**config.mk**
```make
export PLATFORM = sky130hd
export DESIGN_NAME = fan_cmd_scheduler
export DESIGN_NICKNAME = d
export VERILOG_FILES = /design/src/rtl/fan_cmd_scheduler.sv
export SDC_FILE = /design/constraint.sdc
export NUM_CORES = 1
export LEC_CHECK = 0
export BUFFER_PORTS_ARGS = -buffer_cell sky130_fd_sc_hd__buf_2
export CORE_MARGIN = 2
export CORE_UTILIZATION = 50
export CTS_CLUSTER_DIAMETER = 80
export CTS_CLUSTER_SIZE = 24
export DETAILED_ROUTE_END_ITERATION = 7
export GPL_TIMING_DRIVEN = 0
export PLACE_DENSITY = 0.72
export SYNTH_ARGS = -nofsm -noshare
export SYNTH_HDL_FRONTEND = slang
export SYNTH_SLANG_ARGS = --single-unit
```
**constraint.sdc**
```tcl
create_clock -name ref_clk -period 2.7 [get_ports ref_clk]
set_clock_uncertainty 0.2 [all_clocks]
set_input_delay 0.54 -clock ref_clk [delete_from_list [all_inputs] [get_ports ref_clk]]
set_output_delay 0.54 -clock ref_clk [all_outputs]
set_load 0.01 [all_outputs]
```
**src/rtl/fan_cmd_scheduler.sv**
```systemverilog
// Arbitrates two command requesters into a 4-deep FIFO and replays each
// command REPEAT_COUNT times to the fan packet generator with fixed spacing.
module fan_cmd_scheduler #(
    parameter int REPEAT_COUNT  = 4,
    parameter int PACKET_CYCLES = 90000,
    parameter int GAP_CYCLES    = 20000
) (
    input  logic       ref_clk,
    input  logic       reset,
    input  logic       a_valid,
    input  logic [2:0] a_cmd,
    output logic       a_ready,
    input  logic       b_valid,
    input  logic [2:0] b_cmd,
    output logic       b_ready,
    input  logic       flush,
    output logic       gen_start,
    output logic [2:0] gen_cmd,
    output logic       busy,
    output logic [2:0] fifo_count,
    output logic       bad_cmd,
    output logic [1:0] fsm_state
);

    localparam int TIMER_MAX = (PACKET_CYCLES > GAP_CYCLES) ? PACKET_CYCLES : GAP_CYCLES;
    localparam int TW        = $clog2(TIMER_MAX) + 1;

    typedef enum logic [1:0] {
        S_IDLE  = 2'd0,
        S_START = 2'd1,
        S_SEND  = 2'd2,
        S_GAP   = 2'd3
    } state_t;

    state_t          state_q, state_d;
    logic [2:0]      mem [4];
    logic [1:0]      wr_ptr, rd_ptr;
    logic [2:0]      count_q;
    logic            avail_q;
    logic            last_b_q;
    logic            bad_q;
    logic            cancel_q;
    logic [TW-1:0]   timer_q;
    logic [3:0]      rep_left_q;
    logic [2:0]      gen_cmd_q;

    logic            space, a_hs, b_hs, accept, push, pop, timer_zero;
    logic [2:0]      cmd_in;

    // Handshake: a transfer happens on a rising edge where valid & ready are both
    // high; ready never depends on the port's own valid, and at most one port is
    // ready when both are valid (round-robin, favouring the port not served last).
    assign space   = (count_q != 3'd4) && !flush;
    assign a_ready = space && (!b_valid || last_b_q);
    assign b_ready = space && (!a_valid || !last_b_q);
    assign a_hs    = a_valid && a_ready;
    assign b_hs    = b_valid && b_ready;
    assign accept  = a_hs || b_hs;
    assign cmd_in  = a_hs ? a_cmd : b_cmd;
    assign push    = accept && (cmd_in <= 3'd4);

    // Occupancy is re-registered before the scheduler acts on it, so a freshly
    // pushed command starts two edges after its handshake.
    assign pop        = (state_q == S_IDLE) && (count_q != 3'd0) && avail_q && !flush;
    assign timer_zero = (timer_q == '0);

    always_ff @(posedge ref_clk) begin
        if (reset) begin
            wr_ptr   <= 2'd0;
            rd_ptr   <= 2'd0;
            count_q  <= 3'd0;
            avail_q  <= 1'b0;
            last_b_q <= 1'b1;
            bad_q    <= 1'b0;
        end else begin
            bad_q   <= accept && (cmd_in > 3'd4);
            avail_q <= (count_q != 3'd0);
            if (accept) last_b_q <= b_hs;
            if (flush) begin
                wr_ptr  <= 2'd0;
                rd_ptr  <= 2'd0;
                count_q <= 3'd0;
            end else begin
                if (push) begin
                    mem[wr_ptr] <= cmd_in;
                    wr_ptr      <= wr_ptr + 2'd1;
                end
                if (pop) rd_ptr <= rd_ptr + 2'd1;
                count_q <= count_q + {2'b00, push} - {2'b00, pop};
            end
        end
    end

    always_ff @(posedge ref_clk) begin
        if (reset) state_q <= S_IDLE;
        else       state_q <= state_d;
    end

    always_comb begin
        state_d = state_q;
        case (state_q)
            S_IDLE:  if (pop) state_d = S_START;
            S_START: state_d = S_SEND;
            S_SEND:  if (timer_zero) state_d = S_GAP;
            S_GAP: begin
                if (timer_zero)
                    state_d = ((rep_left_q > 4'd1) && !cancel_q && !flush) ? S_START : S_IDLE;
            end
            default: state_d = S_IDLE;
        endcase
    end

    always_ff @(posedge ref_clk) begin
        if (reset) begin
            timer_q    <= '0;
            rep_left_q <= 4'd0;
            cancel_q   <= 1'b0;
            gen_cmd_q  <= 3'd0;
        end else begin
            // A flush while busy lets the current packet and gap finish, then stops.
            if (state_d == S_IDLE) cancel_q <= 1'b0;
            else if (flush)        cancel_q <= 1'b1;
            case (state_q)
                S_IDLE: begin
                    if (pop) begin
                        gen_cmd_q  <= mem[rd_ptr];
                        rep_left_q <= 4'(REPEAT_COUNT);
                    end
                end
                S_START: timer_q <= TW'(PACKET_CYCLES - 1);
                S_SEND:  timer_q <= timer_zero ? TW'(GAP_CYCLES - 1) : timer_q - 1'b1;
                S_GAP: begin
                    if (!timer_zero)              timer_q    <= timer_q - 1'b1;
                    else if (state_d == S_START)  rep_left_q <= rep_left_q - 4'd1;
                end
                default: timer_q <= '0;
            endcase
        end
    end

    always_comb begin
        gen_start  = (state_q == S_START);
        busy       = (state_q != S_IDLE);
        gen_cmd    = gen_cmd_q;
        fifo_count = count_q;
        bad_cmd    = bad_q;
        fsm_state  = state_q;
    end

endmodule

```
==> impl_metrics.json, run 1 <==
{
  "outcome": "finished clean",
  "ys_async_sr_fraction_pct": 0,
  "rsz0062_at_grt": "yes",
  "critPathCaptureType": "flop",
  "cp.required_ns": 2.70,
  "r2r_setup_slack_ns": 0.09,
  "clock_latency_ns": 0.31,
  "r2r-end": "fifo_count[2]",
  "antenna_found_initial": 0,
  "root_buffer": "clkbuf_8",
  "drc_errors": 0,
  "nets": 351,
  "yosysTopAreaCell": "dfxtp_1",
  "synth_cells": 297,
  "synth_edf_count": 12,
  "dieHeight_um": 77.95,
  "slew_headroom_pct": 57.00,
  "max-vdd-ir-drop_mv": 0.2881,
  "utilization_pct": 59.04,
  "min_period_ns": 2.614,
  "placementRows": 26,
  "yosysWarnings": 0,
  "diodes": 0,
  "synth_area_um2": 2734,
  "track_usage_pct": 20.60,
  "dp_cells": 389,
  "h-tree-depth": 2,
  "power_leakage_nw": 1.214,
  "viasPerCell": 5.808,
  "io_pins": 24,
  "synth_common_cells": "nor2_1, dfxtp_1, nand2_1, a21oi_1, inv_1",
  "start_kind": "flop",
  "arrival_ns": 2.61,
  "die_x_um": 77.95,
  "stdcell_count": 396,
  "path_max_fanout": 9,
  "post-dp-hpwl_um": 4440,
  "first_pass_iters": 4,
  "synth_ff_type": "dfxtp_1",
  "report.final.slew_viol_count": 0,
  "port_buffers": 22,
  "grt_pass1_vias": 2164,
  "hold_viol": 0,
  "grt_overflow_total": 0,
  "wl_per_cell_um": 15.01,
  "yosysMostFrequentCell": "nor2_1",
  "p_per_area_nw_per_um2": 591.6,
  "cp-startpoint": "fifo_count[2]",
  "core_area_um2": 5205,
  "grt_start_max_net_pins": 19,
  "drt-total-wl_um": 5943,
  "clock_sinks": 50,
  "drt_iter0_drc": 162,
  "worstMarginPinSlew_ns": 0.6451,
  "fin_crit_sh_pct": 96.83,
  "clk_pin_slew_worst_paths_ns": 0.10,
  "synth_cell_type_count": 57,
  "synth_area_leaders": "dfxtp_1, edfxtp_1, ha_1",
  "gp_congestion": 0.9069,
  "cts_made_buffers": 5,
  "start_util_pct": 52.52,
  "vias": 2300,
  "setup_viol": 0,
  "hold_class": "reg2reg",
  "synth_seq_cells": 50,
  "dieArea_um2": 6075,
  "r2r_cells": 11,
  "drv_cap": 0,
  "cts_tree": "yes",
  "critical_path_class": "reg2reg",
  "max_freq_ghz": 0.3825,
  "ant_nets": 0,
  "drive_gt1_share_pct": 18.40,
  "reg2reg_from": "fifo_count[2]",
  "syn-num-nets": 323,
  "cts_setup_buffers": 0,
  "crit_end": "fifo_count[2]",
  "area_growth_pct": 12.40,
  "ys_seq_area_share_pct": 41.01,
  "grt_first_pass_wirelength_um": 10060,
  "synth.avg_cell_area_um2": 9.205,
  "clock_path_buffers": 2,
  "yosysTopAreaCellShare_pct": 27.83
}
stage by stage:
stage / instance area, µm² / power, mW / hold WS, ns / setup TNS, ns / worst slack (ns)
2_1_floorplan: 2750 / 1.222 / 0.2540 / 0 / 0.01456
3_3_place_gp: 2948 / 1.337 / 0.2434 / -0.4321 / -0.3193
3_5_place_dp: 2948 / 1.343 / 0.2522 / -0.6155 / -0.4112
4_1_cts: 3052 / 1.823 / 0.2676 / 0 / 0.005406
5_1_grt: 3073 / 1.919 / 0.2732 / -0.08850 / -0.08850
6_report: 3073 / 1.818 / 0.2626 / 0 / 0.08561
power breakdown:
group / leakage, nW / internal [mW] / switching [mW]
sequential: 0.416 / 0.792 / 0.0332
clock: 0.0502 / 0.193 / 0.278
combinational: 0.747 / 0.194 / 0.328
total: 1.21 / 1.18 / 0.639
cells in the final DEF, fill, tap and decap left out, types with 3 or more instances in the layout:
cell	netlist	layout
o31ai_1	3	3
a31oi_1	4	4
nand3_1	7	7
and2_1	5	5
o21ai_0	14	13
o41ai_1	3	3
mux2_2	4	4
mux4_2	3	3
buf_2	0	22
nor2_1	43	43
clkbuf_8	1	6
nand2_1	22	22
edfxtp_1	12	12
nor4_1	7	7
a311oi_1	4	4
a21oi_1	20	19
ha_1	14	13
clkbuf_1	6	4
nand2b_1	5	5
dfxtp_1	38	35
xor2_1	4	4
clkinv_4	0	3
dfxtp_2	0	3
xnor2_1	7	7
inv_1	15	13
nand4_1	3	3
nor3_1	11	10
flip-flops by register name, summed over array words and instances (netlist names):
signal / cells
avail_q: 1
bad_cmd: 1
cancel_q: 1
fifo_count: 3
fsm_state: 2
gen_cmd: 3
last_b_q: 1
mem: 12
rd_ptr: 2
rep_left_q: 4
timer_q: 18
wr_ptr: 2
layout make-up:
type	instances	area, µm²
inverters	16	65.06
clock inverters	3	28.78
well taps	70	87.58
clock buffers	5	68.82
flip-flops and latches	50	1125
fillers	463	2132
repair buffers	22	110.1
multi-input cells	222	1538
plain buffers	8	50.05
worst min path at each step:
stage	from	endpoint	cells after the start
floorplan	rep_left_q[3]	rep_left_q[3]	2
global placement	gen_cmd[2]	gen_cmd[2]	2
detailed placement	gen_cmd[2]	gen_cmd[2]	2
CTS	gen_cmd[2]	gen_cmd[2]	2
global route	reset	fsm_state[1]	2
finish	gen_cmd[1]	gen_cmd[1]	2
layer usage:
layer	part of all wire, %	vias up	wire (µm)	global-route usage (%)
met3	4.5	10	265	4.186
met2	50	55	2951	34.40
met4	1.9	0	115	8.596
met5	0	-	0	0
li1	-	1146	-	-
met1	44	1089	2609	25.90
critical path, stage by stage (launching register included):
cell      delay (ns)
dfxtp_1         0.37
nor3_1          0.34
or2_4           0.25
clkinv_4        0.11
ha_1            0.28
inv_1           0.05
ha_1            0.13
inv_1           0.05
fa_1            0.36
xor2_1          0.17
xnor2_1         0.14
nor2_1          0.05
logic make-up (layout without fill, tap and decap cells):
logic type / count (synthesis) / in the layout / synth area share, %
compound gates: 71 / 71 / 17.39
xor+xnor: 11 / 11 / 3.524
fa+ha+maj: 15 / 15 / 7.140
buf+inv: 25 / 54 / 4.073
flops: 50 / 50 / 41.01
mux: 7 / 7 / 4.119
simple gates: 118 / 118 / 22.75
repair_timing:
item / 4_1_cts / 5_1_grt
pin swaps: 0 / 1
gates resized for setup: 4 / 10
hold buffers: 0 / 0
endpoints found under the setup margin: 1 / 16
Power figures use the tool's default switching activity.
==> inputs of run 2 (changes only) <==
- BUFFER_PORTS_ARGS: -buffer_cell sky130_fd_sc_hd__buf_2 -> default
- DONT_BUFFER_PORTS: default -> 1
- PLACE_DENSITY: 0.72 -> 0.69
==> run 2 against run 1 <==
- count of clock-buffer cells in the layout is the same
- cell count shrank 3.3%
- register-to-register slack gained 0.02 ns
- via count shrank 2.8%
- sequential share of layout area grew 0.39 points
- global-route usage grew 0.28 points
- die area is the same
- first-iteration DRC count grew 8.6%
- cell area shrank 0.29%
- largest power group unchanged
==> impl_metrics.json, run 2 (synthesis gave the netlist of run 1 again) <==
{
  "pre_cts_slack_ns": -0.2445,
  "drt_iter0_drc": 176,
  "clock_path_buffers": 2,
  "path_max_fanout": 6,
  "grt_start_max_net_pins": 19,
  "root_buffer": "clkbuf_8",
  "clk_pin_slew_worst_paths_ns": 0.09,
  "min_period_ns": 2.597,
  "max-vdd-ir-drop_mv": 0.3166,
  "arrival_ns": 2.60,
  "largest_reg_flops": 18,
  "wl_per_cell_um": 15.75,
  "r2r-end": "rep_left_q[3]",
  "placementRows": 26,
  "worstMarginPinSlew_ns": 0.6006,
  "area_growth_pct": 12.08,
  "slowest_delay_ns": 0.44,
  "diodes": 0,
  "grt_first_pass_wirelength_um": 10080,
  "clock_latency_ns": 0.31,
  "drv_cap": 0,
  "utilization_pct": 58.87,
  "port_buffers": 0,
  "internal_power_mw": 1.176,
  "hold_depth": 1,
  "critPathCaptureType": "flop",
  "ant_nets": 0,
  "viasPerCell": 5.838,
  "vias": 2236,
  "combPwrFrac_pct": 27.9,
  "antenna_found_initial": 0,
  "post-route-worst-setup-slack_ns": 0.1035,
  "whs_ns": 0.1580,
  "power_leakage_nw": 1.151,
  "grt_overflow_total": 0,
  "r2r_cells": 9,
  "hold_viol": 0,
  "cts_made_buffers": 5,
  "critical_path_class": "reg2reg",
  "h-tree-depth": 2,
  "nets": 338,
  "post-dp-hpwl_um": 4396,
  "critical_path.top_delay_family": "simple AND/OR/NAND/NOR gates",
  "p_per_area_nw_per_um2": 589.7,
  "setup_viol": 0,
  "final_common_cell": "nor2_1",
  "core_area_um2": 5205,
  "outcome": "finished clean",
  "dieArea_um2": 6075,
  "power_mw": 1.807,
  "track_usage_pct": 20.87,
  "drc_errors": 0,
  "io_pins": 24,
  "clockPowerShare_pct": 26.4,
  "hold_buffers": 0,
  "crit_end": "rep_left_q[3]",
  "cp.required_ns": 2.71,
  "cts_tree": "yes",
  "layout_common_cells": "nor2_1, dfxtp_1, nand2_1, a21oi_1, o21ai_0",
  "registers.top_by_ff_count": "timer_q",
  "reg2reg_from": "fsm_state[0]",
  "gp_congestion": 0.8892,
  "fin_crit_sh_pct": 96.17,
  "swShare_pct": 34.91,
  "reg_top3": "timer_q: 18 flops, mem: 12 flops, rep_left_q: 4 flops",
  "drive_gt1_share_pct": 17.57,
  "hold_class": "in2reg",
  "first_pass_iters": 4,
  "clock_sinks": 50,
  "start_util_pct": 52.52,
  "slew_headroom_pct": 59.96,
  "max_freq_ghz": 0.3851,
  "cp_slowest_cell": "or4_4",
  "cpMostUsedCell": "buf_4",
  "switchingPower_mw": 0.6307,
  "report.final.slew_viol_count": 0,
  "dieHeight_um": 77.95,
  "start_kind": "flop",
  "drt-total-wl_um": 6034,
  "cp_cell_sequence": "inv_4 -> ha_4 -> buf_4 -> buf_4 -> or3_1 -> o32a_1 -> or4_4 -> a21boi_1 -> o2bb2ai_1",
  "crit_cells": 9,
  "seqPwrFrac_pct": 45.7,
  "path_buf_inv": 3,
  "die_x_um": 77.95,
  "grt_pass1_vias": 2209,
  "cp-startpoint": "fsm_state[0]",
  "r2r_setup_slack_ns": 0.10
}
-- run 2: cell count changes in the layout (fill, tap and decap cells not counted), sizes merged --
| cell | change |
|---|---|
| buf | -13 |
| clkinv | -2 |
| inv | +2 |
-- run 2: layout make-up --
| cell class | count | area, µm² |
|---|---|---|
| fill | 486 | 2141 |
| multi-input combinational | 222 | 1555 |
| sequential | 50 | 1134 |
| tap | 70 | 87.58 |
| inverter | 16 | 72.57 |
| clock buffer | 5 | 68.82 |
| timing repair buffer | 9 | 67.56 |
| buffer | 8 | 50.05 |
| clock inverter | 3 | 28.78 |
-- run 2: worst min-delay path by stage --
stage,start,end
floorplan,rep_left_q[3],rep_left_q[3]
global placement,cancel_q,cancel_q
detailed placement,rep_left_q[3],rep_left_q[3]
CTS,flush,cancel_q
global route,flush,cancel_q
finish,flush,cancel_q
-- run 2: per-layer routing --
metal	global-route usage [%]	vias to the layer above	wire length, µm
met3	4.186	4	251
met5	0	-	0
met2	35.69	43	3134
met4	9.474	0	53
li1	-	1114	-
met1	25.28	1075	2595
-- run 2: power groups by stage --
stage | combinational [mW] | sequential [mW] | clock [mW]
after floorplan | 0.386 | 0.836 | 0
after global placement | 0.484 | 0.842 | 0
after detailed placement | 0.485 | 0.843 | 0
after CTS | 0.490 | 0.826 | 0.489
after global routing | 0.560 | 0.829 | 0.516
final | 0.505 | 0.825 | 0.477
-- run 2: repair_timing --
action | 4_1_cts | 5_1_grt
pin swaps | 0 | 5
resized for setup | 7 | 19
setup endpoints to repair | 3 | 17
setup buffers | 0 | 9
-- run 2: through the flow --
step / TNS, ns / std cells / cell area [µm²]
after CTS: 0 / 374 / 2948
after floorplan: 0 / 297 / 2750
after global placement: -0.1789 / 367 / 2838
after detailed placement: -0.2707 / 367 / 2838
after global routing: -0.01620 / 383 / 3064
final: 0 / 383 / 3064
-- run 2: worst reg2reg max path: cells and delay by family, from the launching register on --
kind / cells / cell delay (ns)
compound gates: 3 / 0.64
fa+ha+maj: 1 / 0.16
simple gates: 2 / 0.79
buf+inv: 3 / 0.30
flops: 1 / 0.41
==> inputs of run 3 (changes only) <==
--- a/config.mk
+++ b/config.mk
@@ -13,5 +13,6 @@
 export DONT_BUFFER_PORTS = 1
 export GPL_TIMING_DRIVEN = 0
-export PLACE_DENSITY = 0.69
+export MAX_ROUTING_LAYER = met4
+export PLACE_DENSITY = 0.68
 export SYNTH_ARGS = -nofsm -noshare
 export SYNTH_HDL_FRONTEND = slang
--- a/constraint.sdc
+++ b/constraint.sdc
@@ -3,3 +3,3 @@
 set_input_delay 0.54 -clock ref_clk [delete_from_list [all_inputs] [get_ports ref_clk]]
 set_output_delay 0.54 -clock ref_clk [all_outputs]
-set_load 0.01 [all_outputs]
+set_load 0.005 [all_outputs]
==> run 3 against run 2 <==
- total power grew 4.3%
- setup slack gained 0.029 ns
- critical path type unchanged
- cell count grew 0.26%
==> impl_metrics.json, run 3 (synthesis gave the netlist of run 1 again) <==
{
  "outcome": "finished clean",
  "max-vdd-ir-drop_mv": 0.3153,
  "fillCellCount": 478,
  "grt_pass1_vias": 2187,
  "power_leakage_nw": 1.167,
  "viasPerCell": 5.836,
  "h-tree-depth": 2,
  "ant_nets": 0,
  "drt-total-wl_um": 5948,
  "final.setup.tns_ns": 0,
  "min_period_ns": 2.567,
  "path_max_fanout": 6,
  "start_kind": "flop",
  "hold_class": "in2reg",
  "dieArea_um2": 6075,
  "area_growth_pct": 12.45,
  "whs_ns": 0.1652,
  "first_pass_iters": 4,
  "root_buffer": "clkbuf_8",
  "drive_gt1_share_pct": 15.92,
  "clock_path_buffers": 2,
  "placementRows": 26,
  "antenna_found_initial": 0,
  "core_area_um2": 5205,
  "start_util_pct": 52.52,
  "dieHeight_um": 77.95,
  "rsz0062_at_grt": "no",
  "report.final.slew_viol_count": 0,
  "clock_latency_ns": 0.31,
  "diodes": 0,
  "hold_depth": 1,
  "post-route-worst-setup-slack_ns": 0.1329,
  "post-dp-hpwl_um": 4375,
  "arrival_ns": 2.56,
  "nets": 339,
  "placedInstanceArea_um2": 2836,
  "clk_pin_slew_worst_paths_ns": 0.09,
  "largest_reg_flops": 18,
  "grt_start_max_net_pins": 18,
  "die_x_um": 77.95,
  "drc_errors": 0,
  "critical_path_class": "reg2reg",
  "port_buffers": 0,
  "critPathCaptureType": "flop",
  "max_freq_ghz": 0.3895,
  "slew_headroom_pct": 58.27,
  "vias": 2241,
  "gp_congestion": 0.8935,
  "pre_cts_slack_ns": -0.2717,
  "cp.required_ns": 2.69,
  "drv_cap": 0,
  "p_per_area_nw_per_um2": 613.1,
  "r2r_cells": 13,
  "grt_overflow_total": 0,
  "reg_top3": "timer_q: 18 flops, mem: 12 flops, rep_left_q: 4 flops",
  "fin_crit_sh_pct": 95.08,
  "utilization_pct": 59.06,
  "layout_common_cells": "nor2_1, dfxtp_1, nand2_1, a21oi_1, o21ai_0",
  "hold_viol": 0,
  "wl_per_cell_um": 15.49,
  "registers.top_by_ff_count": "timer_q",
  "clock_sinks": 50,
  "io_pins": 24,
  "fin_area_um2": 3074,
  "track_usage_pct": 21.51,
  "grt_first_pass_wirelength_um": 10160,
  "cts_made_buffers": 5,
  "setup_viol": 0,
  "drt_iter0_drc": 143,
  "worstMarginPinSlew_ns": 0.6260,
  "final_common_cell": "nor2_1",
  "cts_tree": "yes"
}
## run 3: path summary, 6_finish.rpt
check / endpoint / startpoint / slack (ns)
setup / recovery: fifo_count[2] / fsm_state[0] / 0.13
hold / removal: cancel_q / flush / 0.17
setup reg to reg: fifo_count[2] / fsm_state[0] / 0.13
hold reg to reg: gen_cmd[2] / gen_cmd[2] / 0.28
## run 3: timing repair
| action | CTS | global route |
|---|---|---|
| resized for setup | 7 | 13 |
| hold buffers | 0 | 0 |
| pin swaps | 0 | 5 |
| buffers inserted | 0 | 10 |
| setup endpoints to repair | 3 | 13 |
## run 3: layer usage
layer  track usage [%]  share of wire (%)  vias to the layer above
li1                  -                  -                     1118
met1             26.31                 44                     1045
met2             34.83                 48                       70
met3             5.698                6.3                        8
met4             6.842                1.4                        0
met5                 -                  0                        -
## run 3: where the power goes
| group | total, mW | switching (mW) | internal, mW | leakage (nW) |
|---|---|---|---|---|
| registers | 0.825 | 0.0340 | 0.791 | 0.417 |
| logic | 0.507 | 0.317 | 0.191 | 0.691 |
| clock network | 0.553 | 0.272 | 0.281 | 0.0587 |
## run 3: cell type report
class                   count  area [µm²]  area share, %
plain buffers               8       48.80          1.587
inverters                  16       70.07          2.279
repair buffers             10       75.07          2.442
flip-flops and latches     50        1131          36.79
multi-input cells         222        1545          50.26
well taps                  70       87.58          2.849
clock buffers               5       68.82          2.239
clock inverters             3       47.55          1.547
## run 3: worst max-delay path: stages (launching register included)
cell      delay, ns
dfxtp_2        0.37
inv_2          0.09
ha_4           0.15
nand3b_1       0.09
or2_4          0.31
inv_8          0.08
ha_1           0.22
inv_1          0.06
ha_1           0.13
inv_1          0.05
fa_2           0.33
xor2_1         0.17
xnor2_1        0.15
nor2_1         0.05
## run 3: stage by stage
| step | power (mW) | std cells |
|---|---|---|
| after detailed placement | 1.329 | 367 |
| after floorplan | 1.219 | 297 |
| final | 1.885 | 384 |
| after CTS | 1.876 | 374 |
| after global routing | 1.981 | 384 |
| after global placement | 1.324 | 367 |
